<file path="src/rtl/fetch_decode_execute_pkg.sv">
// rtl/fetch_decode_execute_pkg.sv - shared types, opcodes and decode table for the 3-stage core
package fetch_decode_execute_pkg;

  typedef logic [15:0] block_t;
  typedef logic [7:0]  addr_t;
  typedef logic [15:0] inst_t;

  localparam logic [3:0] OP_NOP  = 4'h0;
  localparam logic [3:0] OP_ADD  = 4'h1;
  localparam logic [3:0] OP_SUB  = 4'h2;
  localparam logic [3:0] OP_AND  = 4'h3;
  localparam logic [3:0] OP_OR   = 4'h4;
  localparam logic [3:0] OP_GT   = 4'h5;
  localparam logic [3:0] OP_EQ   = 4'h6;
  localparam logic [3:0] OP_LDI  = 4'h7;
  localparam logic [3:0] OP_LD   = 4'h8;
  localparam logic [3:0] OP_ST   = 4'h9;
  localparam logic [3:0] OP_BNZ  = 4'hA;
  localparam logic [3:0] OP_JMP  = 4'hB;
  localparam logic [3:0] OP_HALT = 4'hF;

  localparam inst_t NOP_INST = 16'h0000;

  typedef struct packed {
    logic is_add;
    logic is_sub;
    logic is_and;
    logic is_or;
    logic is_gt;
    logic is_eq;
    logic mem_read;
    logic mem_write;
    logic reg_write;
    logic branch;
    logic halt;
  } ctrl_t;

  typedef struct packed {
    ctrl_t       ctrl;
    logic [3:0]  rd;
    block_t      val1;
    block_t      val2;
    block_t      val3;
    logic [7:0]  imm;
  } de_t;

  localparam de_t DE_NOP = '0;

  // JMP is absent: it is fully resolved in Decode and never reaches Execute.
  function automatic ctrl_t decode_op(input logic [3:0] op);
    ctrl_t c;
    c = '0;
    case (op)
      OP_ADD:  begin c.is_add = 1'b1; c.reg_write = 1'b1; end
      OP_SUB:  begin c.is_sub = 1'b1; c.reg_write = 1'b1; end
      OP_AND:  begin c.is_and = 1'b1; c.reg_write = 1'b1; end
      OP_OR:   begin c.is_or  = 1'b1; c.reg_write = 1'b1; end
      OP_GT:   begin c.is_gt  = 1'b1; c.reg_write = 1'b1; end
      OP_EQ:   begin c.is_eq  = 1'b1; c.reg_write = 1'b1; end
      OP_LDI:  c.reg_write = 1'b1;
      OP_LD:   begin c.mem_read = 1'b1; c.reg_write = 1'b1; end
      OP_ST:   c.mem_write = 1'b1;
      OP_BNZ:  c.branch = 1'b1;
      OP_HALT: c.halt = 1'b1;
      default: c = '0;
    endcase
    return c;
  endfunction

endpackage

</file>
<file path="src/rtl/fetch_decode_execute_if.sv">
// rtl/fetch_decode_execute_if.sv - instruction and data memory bus between core and memories
interface fetch_decode_execute_if;
  import fetch_decode_execute_pkg::*;

  addr_t  imem_addr;
  inst_t  imem_data;
  addr_t  dmem_addr;
  block_t dmem_wdata;
  logic   dmem_we;
  block_t dmem_rdata;

  modport master (
    output imem_addr,
    input  imem_data,
    output dmem_addr,
    output dmem_wdata,
    output dmem_we,
    input  dmem_rdata
  );

  modport slave (
    input  imem_addr,
    output imem_data,
    input  dmem_addr,
    input  dmem_wdata,
    input  dmem_we,
    output dmem_rdata
  );
endinterface

</file>
<file path="src/rtl/fetch_decode_execute_regfile.sv">
// rtl/fetch_decode_execute_regfile.sv - 16x16 register file, two read ports, debug port, r0 hardwired to 0
module fetch_decode_execute_regfile
  import fetch_decode_execute_pkg::*;
(
  input  logic       clk,
  input  logic       rst,
  input  logic       we,
  input  logic [3:0] waddr,
  input  block_t     wdata,
  input  logic [3:0] ra_addr,
  output block_t     ra_data,
  input  logic [3:0] rb_addr,
  output block_t     rb_data,
  input  logic [3:0] dbg_sel,
  output block_t     dbg_data
);

  block_t regs [16];

  always_ff @(posedge clk) begin
    if (rst) begin
      for (int i = 0; i < 16; i++) regs[i] <= '0;
    end else if (we && waddr != 4'd0) begin
      regs[waddr] <= wdata;
    end
  end

  assign ra_data  = (ra_addr == 4'd0) ? '0 : regs[ra_addr];
  assign rb_data  = (rb_addr == 4'd0) ? '0 : regs[rb_addr];
  assign dbg_data = (dbg_sel == 4'd0) ? '0 : regs[dbg_sel];

endmodule

</file>
<file path="src/rtl/fetch_decode_execute.sv">
// rtl/fetch_decode_execute.sv - in-order Fetch/Decode/Execute datapath with E->D forwarding and sticky halt
module fetch_decode_execute
  import fetch_decode_execute_pkg::*;
(
  input  logic                    clk,
  input  logic                    rst,
  fetch_decode_execute_if.master  bus,
  output logic                    do_halt,
  input  logic [3:0]              dbg_sel,
  output block_t                  dbg_data
);

  addr_t  pc;
  inst_t  fd_inst;
  de_t    de;

  logic [3:0] d_op, d_rd, d_rs, d_rt, rb_sel;
  logic       d_jump, d_uses_rd, ex_fwd, ex_taken;
  block_t     ra_data, rb_data, d_val1, d_valb, ex_result;
  de_t        d_next;

  assign d_op      = fd_inst[15:12];
  assign d_rd      = fd_inst[11:8];
  assign d_rs      = fd_inst[7:4];
  assign d_rt      = fd_inst[3:0];
  assign d_jump    = (d_op == OP_JMP);
  // ST and BNZ consume rd instead of rt, so the second read port is steered to it.
  assign d_uses_rd = (d_op == OP_ST) || (d_op == OP_BNZ);
  assign rb_sel    = d_uses_rd ? d_rd : d_rt;

  fetch_decode_execute_regfile u_regfile (
    .clk      (clk),
    .rst      (rst),
    .we       (de.ctrl.reg_write && !do_halt),
    .waddr    (de.rd),
    .wdata    (ex_result),
    .ra_addr  (d_rs),
    .ra_data  (ra_data),
    .rb_addr  (rb_sel),
    .rb_data  (rb_data),
    .dbg_sel  (dbg_sel),
    .dbg_data (dbg_data)
  );

  assign ex_fwd = de.ctrl.reg_write && (de.rd != 4'd0);
  assign d_val1 = (ex_fwd && de.rd == d_rs)   ? ex_result : ra_data;
  assign d_valb = (ex_fwd && de.rd == rb_sel) ? ex_result : rb_data;

  always_comb begin
    d_next      = DE_NOP;
    d_next.ctrl = decode_op(d_op);
    d_next.rd   = d_rd;
    d_next.val1 = d_val1;
    d_next.val2 = d_uses_rd ? '0 : d_valb;
    d_next.val3 = d_uses_rd ? d_valb : '0;
    d_next.imm  = fd_inst[7:0];
  end

  // LDI is the fall-through result when no ALU or load bit is set.
  always_comb begin
    ex_result = {8'h00, de.imm};
    if (de.ctrl.is_add)        ex_result = de.val1 + de.val2;
    else if (de.ctrl.is_sub)   ex_result = de.val1 - de.val2;
    else if (de.ctrl.is_and)   ex_result = de.val1 & de.val2;
    else if (de.ctrl.is_or)    ex_result = de.val1 | de.val2;
    else if (de.ctrl.is_gt)    ex_result = (de.val1 > de.val2) ? 16'd1 : 16'd0;
    else if (de.ctrl.is_eq)    ex_result = (de.val1 == de.val2) ? 16'd1 : 16'd0;
    else if (de.ctrl.mem_read) ex_result = bus.dmem_rdata;
  end

  assign ex_taken       = de.ctrl.branch && (de.val3 != '0);
  assign bus.imem_addr  = pc;
  assign bus.dmem_addr  = (de.ctrl.mem_read || de.ctrl.mem_write) ? de.val1[7:0] : '0;
  assign bus.dmem_wdata = de.ctrl.mem_write ? de.val3 : '0;
  assign bus.dmem_we    = de.ctrl.mem_write && !do_halt;

  always_ff @(posedge clk) begin
    if (rst) begin
      pc      <= '0;
      fd_inst <= NOP_INST;
      de      <= DE_NOP;
      do_halt <= 1'b0;
    end else if (!do_halt) begin
      if (de.ctrl.halt) begin
        do_halt <= 1'b1;
        fd_inst <= NOP_INST;
        de      <= DE_NOP;
      end else if (ex_taken) begin
        pc      <= de.imm;
        fd_inst <= NOP_INST;
        de      <= DE_NOP;
      end else begin
        de <= d_next;
        if (d_jump) begin
          pc      <= fd_inst[7:0];
          fd_inst <= NOP_INST;
        end else begin
          pc      <= pc + 8'd1;
          fd_inst <= bus.imem_data;
        end
      end
    end
  end

endmodule

</file>
<file path="src/flat_wrapper.sv">
// flat-port wrapper written by rule: the top's interface ports become plain ports
module fetch_decode_execute_flat import fetch_decode_execute_pkg::*;
  (clk, rst, do_halt, dbg_sel, dbg_data, bus_imem_addr, bus_imem_data, bus_dmem_addr, bus_dmem_wdata, bus_dmem_we, bus_dmem_rdata);
  fetch_decode_execute_if bus_i ();
  input  logic clk;
  input  logic rst;
  output logic do_halt;
  input  logic [3:0] dbg_sel;
  output block_t dbg_data;
  output wire logic [$bits(bus_i.imem_addr)-1:0] bus_imem_addr;
  input wire logic [$bits(bus_i.imem_data)-1:0] bus_imem_data;
  output wire logic [$bits(bus_i.dmem_addr)-1:0] bus_dmem_addr;
  output wire logic [$bits(bus_i.dmem_wdata)-1:0] bus_dmem_wdata;
  output wire logic [$bits(bus_i.dmem_we)-1:0] bus_dmem_we;
  input wire logic [$bits(bus_i.dmem_rdata)-1:0] bus_dmem_rdata;
  assign bus_imem_addr = bus_i.imem_addr;
  assign bus_i.imem_data = bus_imem_data;
  assign bus_dmem_addr = bus_i.dmem_addr;
  assign bus_dmem_wdata = bus_i.dmem_wdata;
  assign bus_dmem_we = bus_i.dmem_we;
  assign bus_i.dmem_rdata = bus_dmem_rdata;
  fetch_decode_execute u_core (.clk(clk), .rst(rst), .bus(bus_i), .do_halt(do_halt), .dbg_sel(dbg_sel), .dbg_data(dbg_data));
endmodule
</file>
<file path="config.mk">
export PLATFORM = sky130hd
export DESIGN_NAME = fetch_decode_execute_flat
export DESIGN_NICKNAME = d
export VERILOG_FILES = /design/src/rtl/fetch_decode_execute_pkg.sv /design/src/rtl/fetch_decode_execute_if.sv /design/src/rtl/fetch_decode_execute_regfile.sv /design/src/rtl/fetch_decode_execute.sv /design/src/flat_wrapper.sv
export SDC_FILE = /design/constraint.sdc
export NUM_CORES = 1
export LEC_CHECK = 0
export ABC_AREA = 0
export BUFFER_PORTS_ARGS = -buffer_cell sky130_fd_sc_hd__buf_2
export CAP_MARGIN = 20
export CELL_PAD_IN_SITES_DETAIL_PLACEMENT = 2
export CELL_PAD_IN_SITES_GLOBAL_PLACEMENT = 2
export CORE_ASPECT_RATIO = 1.2
export CORE_MARGIN = 2
export CORE_UTILIZATION = 38
export CTS_BUF_LIST = sky130_fd_sc_hd__clkbuf_4 sky130_fd_sc_hd__clkbuf_8 sky130_fd_sc_hd__clkbuf_16
export DETAILED_ROUTE_END_ITERATION = 8
export PLACE_DENSITY_LB_ADDON = 0.1
export SLEW_MARGIN = 30
export SYNTH_ARGS = -nofsm -noshare
export SYNTH_HDL_FRONTEND = slang
export SYNTH_SLANG_ARGS = --single-unit
</file>
<file path="constraint.sdc">
create_clock -name clk -period 3 [get_ports clk]
set_clock_uncertainty 0.15 [all_clocks]
set_input_delay 0 -clock clk [delete_from_list [all_inputs] [get_ports clk]]
set_output_delay 0 -clock clk [all_outputs]
set_load 0.05 [all_outputs]
</file>
==> results of run 1 <==
## final cells by class
class | count | area, um^2
timing repair buffer | 462 | 4190
clock inverter | 30 | 334
tap | 742 | 928
inverter | 62 | 233
multi-input combinational | 1470 | 13000
clock buffer | 47 | 1120
sequential | 356 | 9710
fill | 5742 | 28500
## cells by family after synthesis
logic type / after synthesis / share of synthesized area
AND/OR/NAND/NOR: 782 / 0.158
AO/OA/AOI/OAI: 357 / 0.119
flip-flops: 356 / 0.437
multiplexers: 231 / 0.200
buffers and inverters: 231 / 0.0422
adder cells (fa/ha/maj): 51 / 0.0295
XOR/XNOR: 33 / 0.0147
other: 1 / 0.000169
## registers in the layout, summed over array words and instances (netlist names), named ones only
signal / cells
u_core.bus.imem_addr: 8
u_core.do_halt: 1
u_core.fd_inst: 16
u_core.de: 71
u_core.u_regfile.regs: 256
## where the power goes
group | switching, mW | internal [mW] | total [mW]
Clock | 2.29 | 3.30 | 5.59
Combinational | 2.47 | 1.94 | 4.40
Sequential | 0.225 | 5.48 | 5.70
## worst max-delay path, delay by kind of cell (launching register included)
kind                     cells  cell delay [ps]
AO/OA/AOI/OAI                4              920
XOR/XNOR                     1              110
buffers and inverters        5              650
AND/OR/NAND/NOR              3              310
adder cells (fa/ha/maj)      2              500
flip-flops                   1              330
## layout by cell type (no fill, tap or decap), drive strengths merged, types with 45 or more instances in the layout
cell type / count
a22oi: 53
buf: 427
clkbuf: 54
dfxtp: 100
edfxtp: 256
ha: 49
inv: 62
mux2i: 45
mux4: 167
nand2: 217
nor2: 348
## layer usage
metal  GRT usage  up-vias  routed length [um]
li1            -     8367                   -
met1       0.418    10800               41000
met2       0.619     1028               55200
met3      0.0469      342                7560
met4       0.180        0                6510
met5           0        -                   0
## worst paths after layout
kind                               startpoint  cells past startpoint  slack, ps                       endpoint
worst min-delay path                      rst                      3        140                  u_core.de[69]
worst max-delay path            u_core.de[40]                     15       -220  u_core.u_regfile.regs[12][12]
worst max register to register  u_core.de[40]                     15       -220  u_core.u_regfile.regs[12][12]
worst min register to register  u_core.de[14]                      1        370                  u_core.de[14]
## stage by stage
stage	utilization	setup TNS [ps]	cell area [um^2]	std cells	hold WS (ps)
6_report	0.508	-9700	29500	3169	144
3_5_place_dp	0.443	-37340	25700	3013	102
3_3_place_gp	0.443	-28780	25700	3013	87.7
4_1_cts	0.489	-8080	28400	3146	130
5_1_grt	0.508	-21410	29500	3169	155
2_1_floorplan	-	0	22200	2057	-5.92
## what timing repair did
| action | 4_1_cts | 5_1_grt |
|---|---|---|
| resized for setup | 135 | 206 |
| buffers inserted | 20 | 20 |
| gates cloned | 8 | 9 |
| pin swaps | 25 | 48 |
| endpoints found under the hold margin | 65 | 0 |
| endpoints found under the setup margin | 187 | 217 |
| hold buffers | 28 | 0 |
==> flow_metrics.py, run 1 <==
metrics = {
    "outcome": {
        "outcome": "complete, but fails checks",
        "violations": "setup timing",
    },
    "floorplan": {
        "die_h_um": 269,
        "die-area_um2": 60300,
        "fp.dieW_um": 224,
        "rows": 97,
        "initial_core_util": 0.382,
        "pin_count": 88,
        "coreArea_um2": 58000,
    },
    "run": {
        "maxCapViolations": 0,
    },
    "placed_design": {
        "pre_cts_ws_ps": -403,
        "place_congestion": 0.881,
        "io_buffers": 87,
        "dp.final_hpwl_um": 71100,
    },
    "synth": {
        "synth_edf_count": 256,
        "synth_area_um2": 22200,
        "post-synth-top-count-cell": "nor2_1",
        "yosysTopAreaCell": "edfxtp_1",
        "ys_top_cells_by_count": "345 x nor2_1, 256 x edfxtp_1, 215 x nand2_1",
        "ys_seq_area_frac": 0.437,
        "postSynthAreaPerCell_um2": 10.9,
        "netlist-cell-type-count": 79,
        "ys_warn_count": 0,
        "ys_seq_elements": 356,
        "netlist_instances": 2042,
        "synth_flop_cell": "edfxtp_1",
        "synth_top_area_frac": 0.347,
        "synthArstFlopShare": 0,
        "synth_area_leaders": "edfxtp_1 35%, mux4_2 17%, dfxtp_1 9.0%, nor2_1 5.8%, nand2_1 3.6%",
    },
    "sta": {
        "final_hold_viol_count": 0,
        "fmax_mhz": 311,
        "setup_viol": 105,
        "min_period_ps": 3220,
        "slew_headroom": 0.325,
        "setup_ws_ps": -220,
        "rsz0062_at_grt": "yes",
        "slew_viol_final": 0,
        "worstMarginPinSlew_ps": 1000,
        "post-route-period-util": 1.07,
    },
    "power": {
        "power_mw": 15.7,
        "p_per_area_nw_per_um2": 532,
        "total_leakage_power_nw": 10.8,
        "peakVddDrop_mv": 0.510,
    },
    "worst_setup_path": {
        "required_ps": 3170,
        "critical_path_class": "reg2reg",
        "crit_chain": "inv_2 -> ha_4 -> inv_2 -> fa_2 -> nor2b_4 -> o311a_4 -> o211ai_1 -> buf_4 -> a21oi_4 -> nor2_4 -> xnor2_2 -> a211oi_4 -> buf_12 -> clkbuf_16 -> nor2_2",
        "crit_path_start_kind": "flop",
        "crit_path_max_fanout": 5,
        "end_kind": "flop",
        "crit_top_cell": "inv_2",
        "slowest_delay_ps": 350,
        "slowest_stage": "fa_2",
        "crit_arrival_ps": 3390,
    },
    "detailed_routing": {
        "drc": 0,
        "via_count": 20500,
        "drt_iter0_drc": 2016,
        "vias_per_cell": 6.47,
        "ant_nets": 0,
        "firstDrtPassIters": 5,
        "drt-total-wl_um": 110000,
        "detail_route.wl_per_cell_um": 34.8,
    },
    "finish": {
        "final_net_count": 2483,
        "syn_to_final_growth_pct": 33.0,
        "layout-drive-gt1-share": 0.383,
        "antenna_cells": 0,
    },
    "clocking": {
        "cts_max_level": 2,
        "clkLatencyLatePin_ps": 580,
        "numCtsBuffers": 42,
        "cts_buffer_depth": 3,
        "cts_root_buffer": "clkbuf_16",
        "path_clk_slew_ps": 60,
        "cts_tree": "built",
        "clkSinkCount": 356,
    },
    "global_routing": {
        "grt_max_degree": 66,
        "grt_overflow": 0,
        "grt_use_total": 0.350,
        "antenna_found_initial": 0,
        "grt_pass1_wl_um": 152000,
        "first_global_vias": 21700,
    },
    "min_path": {
        "hp-class": "in2reg",
    },
}
Note: power is estimated with default switching activity, not from simulation.
==> run 2, diff against run 1 <==
ABC_AREA = 1   (was 0)
CORE_UTILIZATION = 33   (was 38)
CTS_CLUSTER_DIAMETER = 60   (was default)
==> run 2 against run 1 <==
The run now ends clean. Synthesized cell count is 64% higher. Critical endpoint is now u_core.de[33]. Critical path type unchanged. Maximum frequency is 10% higher. Area after synthesis is 5.5% higher. Total power is 1.4% higher. Highest routed layer is now met5. Sequential power hardly changed. Sequential share of layout area is 1.2 points higher. Hold slack worse by 55 ps.
==> flow_metrics.py, run 2 <==
metrics = {
    "outcome": {
        "outcome": "finished clean",
    },
    "synth": {
        "ys_seq_elements": 356,
        "synthArstFlopShare": 0,
        "post-synth-top-count-cell": "nand2_1",
        "yosysTopAreaCell": "edfxtp_1",
        "synth_area_leaders": "edfxtp_1 33%, nand2_1 13%, dfxtp_1 8.6%, nand3_1 7.3%, o21ai_0 6.8%",
        "synth_flop_cell": "edfxtp_1",
        "ys_seq_area_frac": 0.414,
        "synth_top_area_frac": 0.329,
        "ys_warn_count": 0,
        "synth_area_um2": 23400,
        "synth_edf_count": 256,
        "netlist-cell-type-count": 46,
        "postSynthAreaPerCell_um2": 7.00,
        "ys_top_cells_by_count": "838 x nand2_1, 400 x nor2_1, 339 x nand3_1",
        "netlist_instances": 3340,
    },
    "finish": {
        "multi_input_area_um2": 11900,
        "antenna_cells": 0,
        "final_net_count": 3566,
        "most-common-layout-cells": "829 x nand2_1, 386 x nor2_1, 339 x nand3_1",
        "nFillCells": 8127,
        "final_cells": 4432,
        "mostFrequentLayoutCell": "nand2_1",
        "syn_to_final_growth_pct": 21.6,
        "largestRegisters": "u_core.u_regfile.regs: 256 flops, u_core.de: 71 flops, u_core.fd_inst: 16 flops",
        "layout-drive-gt1-share": 0.125,
        "stdcell_area_um2": 28400,
        "top_register": "u_core.u_regfile.regs",
        "seq_area_um2": 9710,
        "largest_reg_flops": 256,
    },
    "detailed_routing": {
        "via_count": 25800,
        "vias_per_cell": 5.83,
        "drt_iter0_drc": 1768,
        "ant_nets": 0,
        "drc": 0,
        "detail_route.wl_per_cell_um": 28.1,
        "drt-total-wl_um": 125000,
        "firstDrtPassIters": 8,
    },
    "worst_setup_path": {
        "required_ps": 3360,
        "crit_path_max_fanout": 20,
        "crit_start": "u_core.fd_inst[14]",
        "crit_arrival_ps": 3270,
        "critical_path_class": "reg2reg",
        "reg2reg_from": "u_core.fd_inst[14]",
        "end_kind": "flop",
        "crit_path_start_kind": "flop",
    },
    "power": {
        "p_comb_frac": 0.251,
        "total_leakage_power_nw": 11.6,
        "p_seq_frac": 0.358,
        "clkPwrFrac": 0.391,
        "p_per_area_nw_per_um2": 560,
        "peakVddDrop_mv": 0.366,
        "internal_power_mw": 10.5,
        "switching_share": 0.340,
        "switching_power_mw": 5.41,
    },
    "clocking": {
        "cts_root_buffer": "clkbuf_16",
        "cts_max_level": 2,
        "clkLatencyLatePin_ps": 600,
        "cts_buffer_depth": 3,
        "cts_tree": "built",
        "clkSinkCount": 356,
        "numCtsBuffers": 47,
        "path_clk_slew_ps": 60,
    },
    "global_routing": {
        "grt_max_degree": 112,
        "grt_use_total": 0.337,
        "grt_pass1_wl_um": 182000,
        "grt_overflow": 0,
        "first_global_vias": 27800,
        "antenna_found_initial": 1,
    },
    "sta": {
        "slew_viol_final": 0,
        "setup_viol": 0,
        "final_hold_viol_count": 0,
        "post-route-period-util": 0.972,
        "min_period_ps": 2920,
        "fmax_mhz": 343,
        "worstMarginPinSlew_ps": 963,
        "slew_headroom": 0.355,
    },
    "placed_design": {
        "numPlacedInstances": 4306,
        "place_congestion": 0.906,
        "io_buffers": 87,
        "placed_area_um2": 26100,
        "dp.final_hpwl_um": 85600,
    },
    "run": {
        "maxCapViolations": 0,
    },
    "floorplan": {
        "die_h_um": 296,
        "die-area_um2": 73000,
        "pin_count": 88,
        "initial_core_util": 0.335,
        "coreArea_um2": 69900,
        "rows": 106,
        "fp.dieW_um": 247,
    },
    "min_path": {
        "hp-class": "in2reg",
        "hold_start": "bus_dmem_rdata[12]",
    },
}
-- run 2: area by class of cell --
type / count / share of cell area
tap: 918 / 0.0404
clock buffer: 61 / 0.0465
multi-input combinational: 2483 / 0.420
clock inverter: 25 / 0.0117
timing repair buffer: 313 / 0.103
inverter: 276 / 0.0366
sequential: 356 / 0.342
-- run 2: critical path, cell delays in order (launching register included) --
cell     delay (ps)
dfxtp_1         370
inv_1           110
nand2_2         120
nor2_1           80
nor2_2          180
nand2_1         120
nand2_4         120
buf_12          180
buf_16          200
nand2_1          70
nand3_1          90
nand2_1          90
nand2_1          70
nand2_1         130
nor2_1          210
nand2_1         130
nand2_1         150
nand2_1          60
a21oi_1         140
-- run 2: stage by stage --
| step | hold WS [ps] | total power, mW | worst slack, ps | setup TNS (ps) | util |
|---|---|---|---|---|---|
| floorplan | 13.2 | 7.76 | 370 | 0 | - |
| global placement | 122 | 9.40 | -263 | -4670 | 0.373 |
| detailed placement | 132 | 9.52 | -241 | -4310 | 0.373 |
| CTS | 92.1 | 15.8 | 6.03 | 0 | 0.402 |
| global route | 144 | 16.5 | -27.2 | -333 | 0.407 |
| finish | 88.2 | 15.9 | 85.0 | 0 | 0.407 |
-- run 2: what timing repair did --
action | 4_1_cts | 5_1_grt
gates resized for setup | 14 | 55
setup endpoints to repair | 52 | 177
gates cloned | 1 | 2
setup buffers | 0 | 6
hold buffers | 31 | 0
hold endpoints to repair | 114 | 0
pin swaps | 0 | 4
-- run 2: path summary, 6_finish.rpt --
path         slack [ps]  cells after the start             to
min                  90                     11  u_core.de[36]
max                  80                     18  u_core.de[33]
max reg2reg          80                     18  u_core.de[33]
min reg2reg         320                      2  u_core.de[61]
-- run 2: power by group through the flow --
stage	registers [mW]	logic (mW)	clock network, mW
floorplan	5.72	2.04	0
global placement	5.77	3.64	0
detailed placement	5.79	3.74	0
CTS	5.69	3.83	6.27
global route	5.72	4.28	6.46
finish	5.70	3.99	6.23
-- run 2: metal layers --
layer,wire length [um],vias up,part of all wire,track usage
met5,13,-,0.00010,0
met4,5900,2,0.047,0.144
met3,6620,312,0.053,0.0441
met2,62900,852,0.50,0.608
met1,49100,13200,0.39,0.398
li1,-,11400,-,-
-- run 2: logic make-up (layout without fill, tap and decap cells) --
| kind of cell | after synthesis | count (layout) | synth area share |
|---|---|---|---|
| compound gates | 774 | 774 | 0.180 |
| xor+xnor | 11 | 11 | 0.00444 |
| fa+ha+maj | 51 | 51 | 0.0279 |
| buf+inv | 516 | 675 | 0.0864 |
| flops | 356 | 356 | 0.414 |
| mux | 4 | 4 | 0.00171 |
| other cells | 1 | 16 | 0.000160 |
| simple gates | 1627 | 1627 | 0.285 |
==> run 3, diff against run 2 <==
CORE_UTILIZATION = 32   (was 33)
SYNTH_HIERARCHICAL = 1   (was default)
==> run 3 against run 2 <==
Maximum frequency down 0.76%. Area after synthesis up 6.6%. Setup slack lost 22 ps. Synthesized cell count increased by 14%. First-iteration DRC count decreased by 15%. Combinational power is 7.5% higher. Cell count increased by 14%. Total power is 0.12% lower. Die area grew 9.8%. Hold slack worse by 34 ps. Global-route usage is 3.0 points lower. Cell area rose by 6.9%. Critical endpoint is now u_core/fd_inst[9].
==> flow_metrics.py, run 3 <==
metrics = {
    "global_routing": {
        "use_met3": 0.0300,
        "first_global_vias": 30100,
        "busiest_layer": "met2",
        "grt_use_met1": 0.360,
        "grt_max_degree": 87,
        "use_met2": 0.567,
        "grt_use_total": 0.307,
        "antenna_found_initial": 1,
        "grt_pass1_wl_um": 186000,
        "grt_overflow": 0,
    },
    "sta": {
        "slew_headroom": 0.365,
        "whs_ps": 53.8,
        "worstMarginPinSlew_ps": 948,
        "slew_viol_final": 0,
        "min_period_ps": 2940,
        "final_hold_viol_count": 0,
        "setup_viol": 0,
        "post-route-period-util": 0.979,
        "fmax_mhz": 340,
        "rsz0062_at_grt": "yes",
        "fin_tns_setup_ps": 0,
    },
    "clocking": {
        "cts_buffer_depth": 3,
        "path_clk_slew_ps": 70,
        "cts_root_buffer": "clkbuf_16",
        "cts_max_level": 2,
        "cts_tree": "built",
        "numCtsBuffers": 48,
        "clkLatencyLatePin_ps": 620,
        "clkSinkCount": 352,
    },
    "synth": {
        "synthAdderAreaFrac": 0.0262,
        "ys_top_cells_by_count": "1,344 x nand2_1, 657 x nand3_1, 470 x inv_1",
        "yosysTopAreaCell": "edfxtp_1",
        "synth_top_area_frac": 0.308,
        "synth_area_um2": 24900,
        "ys_seq_elements": 352,
        "netlist_instances": 3820,
        "postSynthAreaPerCell_um2": 6.52,
        "netlist-cell-type-count": 46,
        "synth_flop_cell": "edfxtp_1",
        "post-synth-top-count-cell": "nand2_1",
        "synth_compound_area_frac": 0.0625,
        "synthMuxAreaShare": 0,
        "ys_seq_area_frac": 0.386,
        "synth_edf_count": 256,
        "synth-simple-area-share": 0.405,
        "synth_area_leaders": "edfxtp_1 31%, nand2_1 20%, nand3_1 13%, dfxtp_1 7.7%, inv_1 7.1%",
        "synth_xor_area_frac": 0.00316,
        "ys_warn_count": 6,
        "synth_top_family_by_area": "simple AND/OR/NAND/NOR gates",
        "synthArstFlopShare": 0,
    },
    "worst_setup_path": {
        "slowest_delay_ps": 660,
        "crit_arrival_ps": 3340,
        "crit_top_cell": "nand2_1",
        "crit_chain": "nor4_1 -> nand4_1 -> nand2_1 -> nand2_1 -> inv_2 -> nand3_1 -> a21oi_1 -> dlygate4sd3_1",
        "end_kind": "flop",
        "crit_path_max_fanout": 15,
        "crit_path_start_kind": "flop",
        "critical_path_class": "reg2reg",
        "required_ps": 3410,
        "slowest_stage": "nor4_1",
    },
    "floorplan": {
        "rows": 112,
        "coreArea_um2": 77500,
        "fp.dieW_um": 259,
        "die_h_um": 310,
        "pin_count": 88,
        "die-area_um2": 80100,
        "initial_core_util": 0.322,
    },
    "detailed_routing": {
        "drc": 0,
        "detail_route.wl_per_cell_um": 24.8,
        "ant_nets": 0,
        "drt_iter0_drc": 1497,
        "via_count": 27300,
        "vias_per_cell": 5.40,
        "drt-total-wl_um": 126000,
        "firstDrtPassIters": 5,
    },
    "finish": {
        "seq_area_um2": 9630,
        "most-common-layout-cells": "1,335 x nand2_1, 648 x nand3_1, 458 x inv_1",
        "mostFrequentLayoutCell": "nand2_1",
        "layout-drive-gt1-share": 0.134,
        "multi_input_area_um2": 12800,
        "top_register": "u_core/u_regfile/regs",
        "largestRegisters": "u_core/u_regfile/regs: 256 flops, u_core/de: 71 flops, u_core/fd_inst: 16 flops",
        "final_net_count": 4077,
        "nFillCells": 9231,
        "antenna_cells": 0,
        "syn_to_final_growth_pct": 21.9,
        "largest_reg_flops": 256,
    },
    "power": {
        "switching_share": 0.349,
        "power_mw": 15.9,
        "peakVddDrop_mv": 0.403,
        "clkPwrFrac": 0.381,
        "p_seq_frac": 0.349,
        "switching_power_mw": 5.55,
        "internal_power_mw": 10.3,
        "total_leakage_power_nw": 14.2,
        "p_per_area_nw_per_um2": 523,
        "p_comb_frac": 0.270,
    },
    "min_path": {
        "hp-class": "in2reg",
    },
    "outcome": {
        "outcome": "finished clean",
    },
    "placed_design": {
        "place_congestion": 0.894,
        "dp.final_hpwl_um": 88900,
        "io_buffers": 87,
    },
    "run": {
        "maxCapViolations": 0,
    },
}
==> run 3: final timing paths <==
| kind | endpoint | startpoint | slack, ps | cells past startpoint |
|---|---|---|---|---|
| hold reg to reg | u_core/de[3] | u_core/fd_inst[3] | 330 | 2 |
| setup reg to reg | u_core/fd_inst[9] | u_core/de[17] | 60 | 8 |
| hold / removal | u_core/de[52] | bus_dmem_rdata[12] | 50 | 9 |
| setup / recovery | u_core/fd_inst[9] | u_core/de[17] | 60 | 8 |
==> run 3: kinds of logic after synthesis <==
| group | after synthesis |
|---|---|
| adders and majority gates | 51 |
| AOI/OAI and AO/OA | 285 |
| and+or+nand+nor | 2402 |
| other | 1 |
| xor gates and xnor gates | 9 |
| buffers and inverters | 720 |
| DFF | 352 |
==> run 3: final cells by class <==
cell class | count | share of cell area
clock buffer | 57 | 0.0435
multi-input combinational | 2763 | 0.420
timing repair buffer | 343 | 0.106
clock inverter | 33 | 0.0112
tap | 1026 | 0.0423
inverter | 480 | 0.0601
sequential | 352 | 0.317
==> run 3: what timing repair did <==
action,4_1_cts,5_1_grt
resized for setup,21,85
hold buffers,20,0
endpoints found under the setup margin,37,214
cloned,2,7
hold endpoints to repair,47,0
setup buffers,2,14
pin swaps,1,16
==> run 3: per-stage QoR <==
| step | utilization | worst slack, ps | cell area (um^2) | instances |
|---|---|---|---|---|
| finish | 0.392 | 62.5 | 30400 | 5054 |
| global route | 0.392 | -34.2 | 30400 | 5054 |
| CTS | 0.384 | 8.33 | 29800 | 5033 |
| detailed placement | 0.358 | -125 | 27700 | 4919 |
| global placement | 0.358 | -58.8 | 27700 | 4919 |
| floorplan | - | 214 | 25000 | 3835 |
==> run 3: routing by layer <==
| metal | vias to the layer above | wire length, um |
|---|---|---|
| li1 | 12500 | - |
| met1 | 13900 | 51500 |
| met2 | 641 | 64600 |
| met3 | 282 | 4330 |
| met4 | 2 | 5160 |
| met5 | - | 13 |
==> run 3: power groups by stage <==
stage	Clock, mW	Sequential [mW]	Combinational (mW)
3_3_place_gp	0	5.63	3.81
6_report	6.06	5.55	4.29
5_1_grt	6.35	5.57	4.64
3_5_place_dp	0	5.65	3.93
2_1_floorplan	0	5.62	2.22
4_1_cts	6.19	5.55	4.03
==> run 3: worst max-delay path, delay by kind of cell (launching register included) <==
kind                   cells  cell delay (ps)
AND/OR/NAND/NOR            5             1320
buffers and inverters      2              880
flip-flops                 1              360
AO/OA/AOI/OAI              1              170
